<file path="config.mk">
export PLATFORM = sky130hd
export DESIGN_NAME = ifetch_unit
export DESIGN_NICKNAME = d
export VERILOG_FILES = /design/src/rtl/ifetch_unit.sv
export SDC_FILE = /design/constraint.sdc
export NUM_CORES = 1
export LEC_CHECK = 0
export CAP_MARGIN = 30
export CORE_ASPECT_RATIO = 1.1
export CORE_MARGIN = 2
export CORE_UTILIZATION = 51
export CTS_CLUSTER_DIAMETER = 60
export DETAILED_ROUTE_END_ITERATION = 7
export PLACE_DENSITY = 0.84
export SLEW_MARGIN = 0
export SYNTH_ARGS = -nofsm -noshare
export SYNTH_HDL_FRONTEND = slang
export SYNTH_SLANG_ARGS = --single-unit
</file>
<file path="constraint.sdc">
create_clock -name clk -period 5.69 [get_ports clk]
set_input_delay 1.138 -clock clk [delete_from_list [all_inputs] [get_ports clk]]
set_output_delay 1.138 -clock clk [all_outputs]
set_load 0.02 [all_outputs]
</file>
<file path="src/rtl/ifetch_unit.sv">
// ifetch_unit: instruction-fetch stage.
// Owns the PC, addresses the combinational instruction ROM and buffers
// {pc, instr} pairs in a small prefetch queue that feeds decode over a
// valid/ready handshake. A redirect flushes the queue and reloads the PC.
//
// Optional feature macro: FETCH_ALIGN_CHECK_EN
//   defined   : a redirect to a non-word-aligned target raises a sticky fault
//               that blocks fetch until an aligned redirect (or reset).
//   undefined : the two low bits of the redirect target are ignored and fault
//               is held at 0.
module ifetch_unit #(
   parameter int              PC_W     = 8,
   parameter int              DEPTH    = 2,
   parameter logic [PC_W-1:0] RESET_PC = '0
) (
   input  logic            clk,
   input  logic            reset_n,
   input  logic            redirect,
   input  logic [PC_W-1:0] redirect_pc,
   output logic [PC_W-3:0] imem_addr,
   input  logic [31:0]     imem_instr,
   output logic            out_valid,
   input  logic            out_ready,
   output logic [31:0]     out_instr,
   output logic [PC_W-1:0] out_pc,
   output logic [PC_W-1:0] out_pcplus4,
   output logic            fault
);

   localparam int PTR_W = (DEPTH > 1) ? $clog2(DEPTH) : 1;
   localparam int CNT_W = PTR_W + 1;

   logic [PC_W-1:0]  pc_q, pc_d;
   logic [PTR_W-1:0] rd_ptr_q, rd_ptr_d;
   logic [PTR_W-1:0] wr_ptr_q, wr_ptr_d;
   logic [CNT_W-1:0] count_q, count_d;
   logic             fault_q, fault_d;

   // Queue storage is deliberately left without reset; only the pointers
   // and count decide what is visible.
   logic [PC_W-1:0]  pc_mem_q    [DEPTH];
   logic [31:0]      instr_mem_q [DEPTH];

   logic             pop;
   logic             push;
   logic [PC_W-1:0]  target_pc;
   logic             target_misaligned;

   // Redirect target qualification: with the alignment check the full byte
   // address is loaded and misalignment is flagged; without it the low bits
   // are masked off.
   always_comb begin
`ifdef FETCH_ALIGN_CHECK_EN
      target_pc         = redirect_pc;
      target_misaligned = |redirect_pc[1:0];
`else
      target_pc         = redirect_pc & ~PC_W'(3);
      target_misaligned = 1'b0;
`endif
   end

   // Handshake and next-state for PC, pointers, count and fault.
   always_comb begin
      pop      = out_valid & out_ready;
      push     = ~redirect & ~fault_q & ((count_q < CNT_W'(DEPTH)) | pop);
      pc_d     = pc_q;
      rd_ptr_d = rd_ptr_q;
      wr_ptr_d = wr_ptr_q;
      count_d  = count_q;
      fault_d  = fault_q;
      if (redirect) begin
         // Flush wins over everything, including a same-cycle pop.
         pc_d     = target_pc;
         rd_ptr_d = '0;
         wr_ptr_d = '0;
         count_d  = '0;
         fault_d  = target_misaligned;
      end else begin
         if (push) begin
            pc_d     = pc_q + PC_W'(4);
            wr_ptr_d = wr_ptr_q + PTR_W'(1);
         end
         if (pop) begin
            rd_ptr_d = rd_ptr_q + PTR_W'(1);
         end
         if (push && !pop) begin
            count_d = count_q + CNT_W'(1);
         end else if (pop && !push) begin
            count_d = count_q - CNT_W'(1);
         end
      end
   end

   // Control state registers, cleared asynchronously.
   always_ff @(posedge clk or negedge reset_n) begin
      if (!reset_n) begin
         pc_q     <= RESET_PC;
         rd_ptr_q <= '0;
         wr_ptr_q <= '0;
         count_q  <= '0;
         fault_q  <= 1'b0;
      end else begin
         pc_q     <= pc_d;
         rd_ptr_q <= rd_ptr_d;
         wr_ptr_q <= wr_ptr_d;
         count_q  <= count_d;
         fault_q  <= fault_d;
      end
   end

   // Queue entry write at the tail on each push.
   always_ff @(posedge clk) begin
      if (push) begin
         pc_mem_q[wr_ptr_q]    <= pc_q;
         instr_mem_q[wr_ptr_q] <= imem_instr;
      end
   end

   // Head presentation: outputs read registered storage and are zeroed
   // whenever the queue is empty.
   always_comb begin
      out_valid   = (count_q != '0);
      out_pc      = '0;
      out_instr   = '0;
      out_pcplus4 = '0;
      if (out_valid) begin
         out_pc      = pc_mem_q[rd_ptr_q];
         out_instr   = instr_mem_q[rd_ptr_q];
         out_pcplus4 = pc_mem_q[rd_ptr_q] + PC_W'(4);
      end
   end

   assign imem_addr = pc_q[PC_W-1:2];
   assign fault     = fault_q;

endmodule
</file>
After elaboration in Yosys (flattened, before gate mapping)
Memories as Yosys holds them, arrays and structs flattened.
Cells that the tools add are included.

word-level totals
  register bits after elaboration = 12
  word-level logic and storage cells = 39
  memories kept = 2
  output and inout bits = 56
  ROM bits = 0
  bits in latches = 0
  RAM bits = 80

operators by class
  shift operators = 0
  muxes and demuxes = 14
  eq/ne operators = 0
  $lt $le $gt $ge = 1
  reductions and logical operators = 8
  bitwise operators = 4
  multipliers = 0
  $add $sub $neg = 6
  divide/modulo/power cells = 0

memories
  name         words  bits a word  rd ports  clocked after memory_dff  write ports  RTL line  RTL
  instr_mem_q  2      32           1         0                         1            42        logic [31:0] instr_mem_q [DEPTH];
  pc_mem_q     2      8            1         0                         1            41        logic [PC_W-1:0] pc_mem_q [DEPTH];

operators by type and width
  kind                                               count
  two-way mux 32 bit                                 1
  two-way mux 8 bit                                  4
  adder 8 x 3 -> 8 bit, second input constant        2
  two-way mux 1 bit                                  6
  two-way mux 2 bit                                  3
  nonzero test 2 bit                                 3
  nonzero test 3 bit                                 1
  adder 1 bit, second input constant                 2
  adder 2 x 1 -> 2 bit, second input constant        1
  bitwise AND 1 bit                                  2
  logical AND 1 bit                                  2
  zero test 1 bit                                    2
  less-than comparator 2 bit, second input constant  1
  subtractor 2 x 1 -> 2 bit, second input constant   1
  NOT 1 bit                                          1
  OR 1 bit                                           1

Longest topological paths before layout
Gate-level depths: netlist of the first run.

  depth after elaboration = 9
  mapped depth = 6
  gate-level depth less buffers = 4

Worst setup path before layout of the first run
OpenSTA, ideal clock, no wires.

  kind = input port to flip-flop
  from = input port redirect
  to = memory instr_mem_q[0][0] (enable)
  required time = 5209 ps
  cell stages on the path = 2
  path buffers = 1
  slack = 1219 ps
  data arrival time = 3990 ps
  cell sequence = clkbuf_1 > nor3_1

between the ends
  longest elaborated chain between the ends = 4

RTL lines
  item                                     RTL line  RTL
  from (decl)                              18        input logic redirect,
  NOT 1 bit                                65        push = ~redirect & ~fault_q & ((count_q < CNT_W'(DEPTH)) | pop);
  bitwise AND 1 bit                        65
  two-way mux 1 bit                        113       if (push) begin
  two-way mux 1 bit (not written as such)  115       instr_mem_q[wr_ptr_q] <= imem_instr;
  to (decl)                                42

Every way passes these cells.

Worst setup path in the final report of the first run
  from = register count_q[1]
  to = output port out_pcplus4[7]

between the ends
  longest elaborated chain between the ends = 2

RTL lines
  item                    RTL line  RTL
  from (decl)             36        logic [CNT_W-1:0] count_q, count_d;
  from (signal assigned)  106       count_q <= count_d;
  nonzero test 2 bit      122       out_valid = (count_q != '0);
  two-way mux 8 bit       126       if (out_valid) begin
  to (decl)               26        output logic [PC_W-1:0] out_pcplus4,

Every way passes these cells.

==> results of run 1 <==
[registers in the layout, summed over array words and instances (netlist names)]
name         cells
instr_mem_q     64
pc_mem_q        12
pc_q             6
count_q          2
rd_ptr_q         1
wr_ptr_q         1
[through the flow]
stage                     instance area, µm²  worst slack, ns  cells  hold WS, ns  util [%]
after floorplan                         3600             1.22    249        0.525         -
after global placement                  4560             2.08    413        0.506      65.9
after detailed placement                4560             2.06    413        0.529      65.9
after CTS                               4800             1.69    429        0.546      69.3
after global routing                    4800             1.54    429        0.570      69.3
final                                   4800             1.78    429        0.547      69.3
[logic make-up after synthesis]
logic type                 count (synthesis)  share of synthesized area (%)
and+or+nand+nor                           71                           9.39
other                                      1                          0.105
DFF                                       86                           70.6
AOI/OAI and AO/OA                         18                           3.11
xor gates and xnor gates                   4                          0.977
muxes                                     41                           11.6
adders and majority gates                  2                          0.698
buffers and inverters                     22                           3.49
[cells in the final DEF, fill, tap and decap left out]
master / count
o21ai_0: 6
and4b_1: 1
and3_2: 1
mux2i_1: 37
and3b_1: 1
nor2_1: 45
xor2_1: 2
buf_4: 3
or3_1: 1
ha_1: 2
o31ai_1: 3
and4_1: 1
a31oi_1: 4
nand2_1: 4
o31a_2: 1
clkinvlp_4: 1
a2bb2oi_1: 1
nor3_2: 1
clkdlybuf4s50_1: 92
clkbuf_1: 1
nand3_1: 3
clkinv_4: 1
dfrtp_1: 9
or2b_1: 1
edfxtp_1: 76
and2_1: 5
conb_1: 5
or4_1: 3
nor2b_4: 1
dfrtp_2: 1
mux2_2: 4
inv_1: 5
clkinv_1: 2
nand3b_1: 1
xnor2_1: 2
a21oi_1: 3
and3_1: 1
clkbuf_8: 9
nor2_4: 1
bufinv_16: 3
[final timing paths]
kind	from	slack (ns)	to
setup / recovery	count_q[1]$_DFFE_PN0P_	1.78	out_pcplus4[7]
hold / removal	pc_q[7]$_DFFE_PN0P_	0.55	pc_mem_q[1][7]$_DFFE_PP_
setup reg to reg	count_q[1]$_DFFE_PN0P_	3.67	instr_mem_q[1][1]$_DFFE_PP_
hold reg to reg	pc_q[7]$_DFFE_PN0P_	0.55	pc_mem_q[1][7]$_DFFE_PP_
max in group asynchronous	reset_n	4.24	rd_ptr_q$_DFFE_PN0P_
min in group asynchronous	reset_n	1.11	pc_q[2]$_DFFE_PN0P_
[cells in the mapped netlist]
cell type	n	area (µm²)
or4_1	3	22.5
nor3_1	1	5.00
clkinv_1	1	3.75
mux2i_1	37	370
xnor2_1	2	17.5
nor2_1	46	173
and3b_1	1	8.76
mux2_2	4	45.0
o31a_2	1	10.0
clkbuf_1	2	7.51
ha_1	2	25.0
o21ai_0	6	30.0
dfrtp_1	10	250
or2b_1	1	7.51
conb_1	1	3.75
buf_4	10	75.1
a31oi_1	4	25.0
nand2_1	4	15.0
inv_1	5	18.8
buf_2	4	20.0
xor2_1	2	17.5
o31ai_1	3	22.5
a21oi_1	3	15.0
nand3_1	3	15.0
nor2b_4	1	13.8
a2bb2oi_1	1	8.76
and3_1	2	12.5
and4b_1	1	10.0
edfxtp_1	76	2280
nand3b_1	1	7.51
or3_1	1	6.26
and2_1	5	31.3
and4_1	1	8.76
[metal layers]
layer	wire length, µm	up-vias
li1	-	1076
met1	2770	1071
met2	3350	62
met3	279	10
met4	112	0
met5	0	-
[worst max-delay path: cells and delay by family (launching register included)]
kind,cells,cell delay (ns)
mux,1,0.25
buf+inv,2,0.79
simple gates,2,0.93
flops,1,0.46
[power by group through the flow]
stage	Sequential (µW)	Combinational [µW]	Clock (µW)
after floorplan	778	183	0
after global placement	780	322	0
after detailed placement	785	328	0
after CTS	770	329	501
after global routing	775	351	524
final	769	325	493
[final cells by class]
class,count,share of cell area (%)
timing repair buffer,95,19.7
clock inverter,6,2.29
multi-input combinational,141,19.9
sequential,86,52.8
clock buffer,10,2.66
tap,85,2.22
inverter,6,0.469
==> flow_summary.yaml, run 1 <==
route:
  drc: 0
  firstDrtPassIters: 4
  num_vias: 2219
  drt-vias-per-instance: 5.17
  ant_nets: 0
  wirelength_um: 6520
  dr.first_iter.drc_count: 106
  wl_per_cell_um: 15.2
power:
  total_power_uw: 1590
  switchingPower_uw: 401
  intPower_uw: 1190
  swShare_pct: 25.2
  power.share.clock_pct: 31.1
  power_frac_comb_pct: 20.4
  power.density_nw_per_um2: 331
  power_frac_seq_pct: 48.5
  ir_drop_v: 0.000201
  leakagePower_uw: 0.00170
critical_path:
  critPathRequiredTime_ns: 4.55
  path_class: "flip-flop to output pin"
  cpPeakStageDelay_ns: 0.72
  critical_path.slowest_cell: "nor2_4"
  crit_path_end_kind: "output pin"
  reg2reg_depth: 2
  startpoint_type: "flip-flop"
  crit_arrival_ns: 2.77
  path_cells: "nor2_4, inv_1, and2_1, mux2_2, clkdlybuf4s50_1"
  critPathMaxFanout: 40
die:
  rows: 32
  die_w_um: 83.9
  initial_core_util_pct: 51.8
  io_pins: 100
  core_area_um2: 6930
  fp.dieArea_um2: 7720
  die_h_um: 91.9
placed_design:
  portBuffers: 92
  hpwl_um: 4430
  gp_congestion: 0.738
timing:
  min_period_ns: 3.91
  fin_skew_ns: 0.00898
  fin_setup_tns_ns: 0
  setup_violations: 0
  worst_slew_pin_slew_ns: 0.924
  hold_viol_final: 0
  max_freq_mhz: 256
  post-route-period-util_pct: 68.8
  slew_headroom_pct: 38.4
  slew_viol_final: 0
  rsz0062_at_grt: "no"
final_layout:
  drive_gt1_share_pct: 7.85
  n_antenna_cell: 0
  multi_input_area_um2: 956
  nNetsFinal: 385
  regArea_um2: 2530
  fillers: 484
  syn2layout_area_growth_pct: 33.9
clock_network:
  cts_resized: 0
  cts_hold_buf: 0
  cts_made_buffers: 9
  cts.sinks: 86
  cts-root-buf: "clkbuf_8"
  htreeDepth: 3
  cts_tree: "yes"
  clockBufferDepth: 2
  clk_latency_ns: 0.34
  post-cts-setup-buffer-count: 0
  clk_pin_slew_ns: 0.08
global_route:
  use_met3_pct: 3.69
  antenna_found_initial: 0
  grt_pass1_wl_um: 10300
  gr-usage-met2_pct: 29.1
  grt_max_degree: 41
  grt_pass1_vias: 2148
  grt_use_met1_pct: 22.1
  globalRoute.busiestLayer: "met2"
  gr-total-overflow: 0
  gr-usage-all-layers_pct: 17.4
logic_synthesis:
  yosys_warnings: 0
  synth_area_um2: 3580
  ys_types: 33
  synth_seq_cells: 86
  avgSynthCellArea_um2: 14.6
  syn-instance-count: 245
  ys_seq_area_share_pct: 70.6
hold_path:
  hold_depth: 0
  hold_path.class: "flip-flop to flip-flop"
job:
  max-cap-violations: 0
outcome:
  outcome: "finished clean"
Power figures use the tool's default switching activity.
==> run 2: changes to the inputs <==
Settings changed: CORE_UTILIZATION 51 to 48, PLACE_DENSITY 0.84 to 0.8.
Clock period 5.69 ns to 4 ns, I/O delays scaled along.
==> run 2 against run 1 <==
Net effect:
- combinational power up 45%
- first-iteration DRC count down 11%
- global-route usage down 0.77 points
- critical path depth unchanged
- sequential share of layout area down 0.16 points
- sequential power up 42%
- clock power up 31%
- non-clock buffer count up 3
- total power up 39%
- core utilization down 3.8 points
- register-to-register slack worse by 1.7 ns
==> flow_summary.yaml, run 2 (synthesis results as in run 1) <==
outcome:
  outcome: "finished clean"
timing:
  slew_headroom_pct: 56.6
  min_period_ns: 3.53
  fin_skew_ns: 0.00674
  layout_setup_ws_ns: 0.472
  post-route-period-util_pct: 88.2
  slew_viol_final: 0
  max_freq_mhz: 283
  rsz0062_at_grt: "no"
  hold_viol_final: 0
  setup_violations: 0
  fin_setup_tns_ns: 0
  worst_slew_pin_slew_ns: 0.649
die:
  fp.dieArea_um2: 8180
  io_pins: 100
  initial_core_util_pct: 48.8
  die_w_um: 86.4
  rows: 33
  die_h_um: 94.6
  core_area_um2: 7350
route:
  firstDrtPassIters: 4
  drc: 0
  wl_per_cell_um: 15.1
  drt-vias-per-instance: 5.14
  dr.first_iter.drc_count: 94
  ant_nets: 0
  num_vias: 2231
  wirelength_um: 6560
final_layout:
  largest_reg_flops: 64
  syn2layout_area_growth_pct: 34.3
  final_common_cell: "clkdlybuf4s50_1"
  nNetsFinal: 388
  stdcell_area_um2: 4810
  top_regs: "instr_mem_q (64), pc_mem_q (12), pc_q (6)"
  drive_gt1_share_pct: 8.93
  n_antenna_cell: 0
  final_cell_mix: "clkdlybuf4s50_1 (92), edfxtp_1 (76), nor2_1 (45)"
  largest_register: "instr_mem_q"
  fin_util_pct: 65.5
clock_network:
  post-cts-setup-buffer-count: 0
  cts_tree: "yes"
  cts-root-buf: "clkbuf_8"
  cts.sinks: 86
  clk_latency_ns: 0.34
  clockBufferDepth: 2
  cts_resized: 0
  cts_hold_buf: 0
  cts_made_buffers: 9
  htreeDepth: 3
  clk_pin_slew_ns: 0.08
global_route:
  grt_max_degree: 40
  gr-usage-all-layers_pct: 16.6
  grt_pass1_wl_um: 10100
  grt_pass1_vias: 2123
  antenna_found_initial: 0
  gr-total-overflow: 0
job:
  max-cap-violations: 0
critical_path:
  startpoint_type: "flip-flop"
  critPathRequiredTime_ns: 3.20
  critPathMaxFanout: 19
  r2r-start: "count_q[1]$_DFFE_PN0P_"
  startpoint: "rd_ptr_q$_DFFE_PN0P_"
  crit_arrival_ns: 2.73
  path_class: "flip-flop to output pin"
  crit_path_end_kind: "output pin"
placed_design:
  dp_slack_ns: 0.826
  portBuffers: 92
  hpwl_um: 4620
  gp_congestion: 0.718
  dpl-instance-area_um2: 4590
hold_path:
  hold_path.class: "flip-flop to flip-flop"
  hp-start: "pc_q[7]$_DFFE_PN0P_"
power:
  ir_drop_v: 0.000301
  power.density_nw_per_um2: 460
  leakagePower_uw: 0.00171
[run 2: cell types whose count changed in the layout (fill, tap and decap cells not counted), sizes merged]
cell	before	now
buf	3	6
inv	5	6
bufinv	3	2
[run 2: critical path: stages (launching register included)]
cell	delay, ns
dfrtp_2	0.61
buf_4	0.36
and4_1	0.28
a2bb2oi_1	0.25
mux2_2	0.36
clkdlybuf4s50_1	0.54
[run 2: metal layers]
metal / up-vias / part of all wire [%] / GRT usage [%]
met5: - / 0 / 0
met4: 0 / 2.8 / 8.98
met3: 15 / 3.6 / 3.15
met2: 62 / 54 / 28.6
met1: 1079 / 40 / 19.7
li1: 1075 / - / -
[run 2: cell type report]
cell class | instances | area (µm²)
clock buffers | 10 | 128
clock inverters | 6 | 93.8
fillers | 556 | 2530
inverters | 6 | 22.5
multi-input cells | 141 | 962
flip-flops and latches | 86 | 2530
well taps | 87 | 109
repair buffers | 98 | 966
[run 2: path summary, 6_finish.rpt]
check | end | slack (ns) | depth (start not counted)
max reg2reg | instr_mem_q[1][18]$_DFFE_PP_ | 1.98 | 3
max | out_pcplus4[7] | 0.47 | 5
min reg2reg | pc_mem_q[0][7]$_DFFE_PP_ | 0.53 | 0
min | pc_mem_q[0][7]$_DFFE_PP_ | 0.53 | 0
max in group asynchronous | rd_ptr_q$_DFFE_PN0P_ | 2.89 | 1
min in group asynchronous | count_q[0]$_DFFE_PN0P_ | 0.77 | 1
[run 2: where the power goes]
group / leakage (µW) / internal [µW] / switching, µW
combinational: 0.000770 / 226 / 246
sequential: 0.000829 / 1050 / 39.8
clock: 0.000107 / 356 / 292
total: 0.00171 / 1630 / 578
[run 2: per-stage QoR]
step	total power [µW]	instances	hold slack (ns)
5_1_grt	2310	434	0.568
2_1_floorplan	1370	249	0.504
4_1_cts	2240	434	0.532
6_report	2210	434	0.530
3_5_place_dp	1590	418	0.512
3_3_place_gp	1580	418	0.510
==> run 3: changes to the inputs <==
Settings changed: CORE_ASPECT_RATIO 1.1 to default.
==> run 3 against run 2 <==
Net effect:
- sequential power about the same
- count of clock-buffer cells in the layout unchanged
- global-route usage up 0.18 points
- non-clock buffer count down 1
- routed wire length up 2.8%
- sequential cell count unchanged
- largest power group unchanged
- critical endpoint is now out_pcplus4[6]
- clock power down 11%
- first-iteration DRC count down 21%
- core utilization up 0.54 points
==> flow_summary.yaml, run 3 (synthesis results as in run 1) <==
outcome:
  outcome: "finished clean"
route:
  ant_nets: 0
  num_vias: 2278
  drc: 0
  wirelength_um: 6740
  dr.first_iter.drc_count: 74
  drt-vias-per-instance: 5.12
  firstDrtPassIters: 4
  wl_per_cell_um: 15.1
final_layout:
  syn2layout_area_growth_pct: 33.6
  nNetsFinal: 387
  drive_gt1_share_pct: 8.38
  fillers: 532
  final_common_cell: "clkdlybuf4s50_1"
  n_antenna_cell: 0
  largest_reg_flops: 64
  regArea_um2: 2530
  top_regs: "instr_mem_q (64), pc_mem_q (12), pc_q (6)"
  largest_register: "instr_mem_q"
  final_cell_mix: "clkdlybuf4s50_1 (92), edfxtp_1 (76), nor2_1 (45)"
  multi_input_area_um2: 962
  fin_util_pct: 66.1
timing:
  fin_skew_ns: 0.00821
  hold_viol_final: 0
  post-route-period-util_pct: 87.5
  fin_setup_tns_ns: 0
  min_period_ns: 3.50
  setup_violations: 0
  max_freq_mhz: 286
  slew_headroom_pct: 61.7
  worst_slew_pin_slew_ns: 0.574
  slew_viol_final: 0
  rsz0062_at_grt: "no"
global_route:
  antenna_found_initial: 0
  use_met3_pct: 3.84
  grt_use_met1_pct: 20.7
  grt_pass1_wl_um: 10700
  grt_max_degree: 25
  globalRoute.busiestLayer: "met2"
  gr-usage-all-layers_pct: 16.8
  gr-usage-met2_pct: 29.1
  gr-total-overflow: 0
  grt_pass1_vias: 2218
critical_path:
  crit_arrival_ns: 2.70
  path_delay_family: "multiplexers"
  cpPeakStageDelay_ns: 0.74
  path_class: "flip-flop to output pin"
  crit_path_end_kind: "output pin"
  startpoint_type: "flip-flop"
  critPathMaxFanout: 24
  worst_path_most_repeated_cell: "mux2_2"
  critical_path.slowest_cell: "dfrtp_2"
  path_cells: "mux2_2, ha_1, o21ai_0, mux2_2, clkdlybuf4s50_1"
  critPathRequiredTime_ns: 3.20
  crit_buf_inv: 1
placed_design:
  portBuffers: 92
  gp_congestion: 0.784
  hpwl_um: 4580
power:
  power_frac_comb_pct: 21.7
  intPower_uw: 1560
  power.share.clock_pct: 27.1
  ir_drop_v: 0.000315
  swShare_pct: 26.9
  leakagePower_uw: 0.00168
  power.density_nw_per_um2: 447
  switchingPower_uw: 576
  power_frac_seq_pct: 51.2
die:
  fp.dieArea_um2: 8180
  die_h_um: 90.4
  rows: 31
  io_pins: 100
  initial_core_util_pct: 49.4
  core_area_um2: 7250
  die_w_um: 90.4
job:
  max-cap-violations: 0
hold_path:
  hold_path.class: "flip-flop to flip-flop"
clock_network:
  clk_latency_ns: 0.34
  clockBufferDepth: 2
  htreeDepth: 3
  cts_resized: 0
  clk_pin_slew_ns: 0.08
  cts_tree: "yes"
  cts.sinks: 86
  post-cts-setup-buffer-count: 0
  cts-root-buf: "clkbuf_8"
  cts_hold_buf: 0
  cts_made_buffers: 9
run 3: power by group through the flow:
stage / clock network, µW / registers, µW / logic, µW
after floorplan: 0 / 1110 / 261
after global placement: 0 / 1110 / 461
after detailed placement: 0 / 1120 / 468
after CTS: 586 / 1100 / 470
after global routing: 628 / 1110 / 500
final: 579 / 1100 / 464
run 3: area by class of cell:
type,count,share of cell area [%]
clock buffers,10,2.66
repair buffers,97,20.0
clock inverters,6,1.31
flip-flops and latches,86,52.9
well taps,99,2.59
multi-input cells,141,20.1
inverters,6,0.470
run 3: worst paths after layout:
kind,cells past startpoint,slack (ns),end,startpoint
worst max-delay path,5,0.50,out_pcplus4[6],rd_ptr_q$_DFFE_PN0P_
worst min-delay path,0,0.54,pc_mem_q[1][7]$_DFFE_PP_,pc_q[7]$_DFFE_PN0P_
worst max register to register,3,1.97,instr_mem_q[1][3]$_DFFE_PP_,count_q[1]$_DFFE_PN0P_
worst min register to register,0,0.54,pc_mem_q[1][7]$_DFFE_PP_,pc_q[7]$_DFFE_PN0P_
max in group asynchronous,1,2.87,rd_ptr_q$_DFFE_PN0P_,reset_n
min in group asynchronous,1,0.78,pc_q[2]$_DFFE_PN0P_,reset_n
run 3: per-stage QoR:
stage | instances | power [µW] | hold slack, ns | setup slack [ns] | area, µm²
after floorplan | 249 | 1370 | 0.504 | 1.02 | 3600
after global placement | 429 | 1570 | 0.508 | 0.844 | 4600
after detailed placement | 429 | 1580 | 0.518 | 0.830 | 4600
after CTS | 445 | 2150 | 0.537 | 0.471 | 4790
after global routing | 445 | 2230 | 0.553 | 0.369 | 4790
final | 445 | 2140 | 0.542 | 0.501 | 4790
run 3: metal layers:
metal | vias to the layer above | part of all wire, %
met5 | - | 0
met4 | 0 | 1.1
met3 | 9 | 5.0
met2 | 71 | 51
met1 | 1118 | 43
li1 | 1080 | -
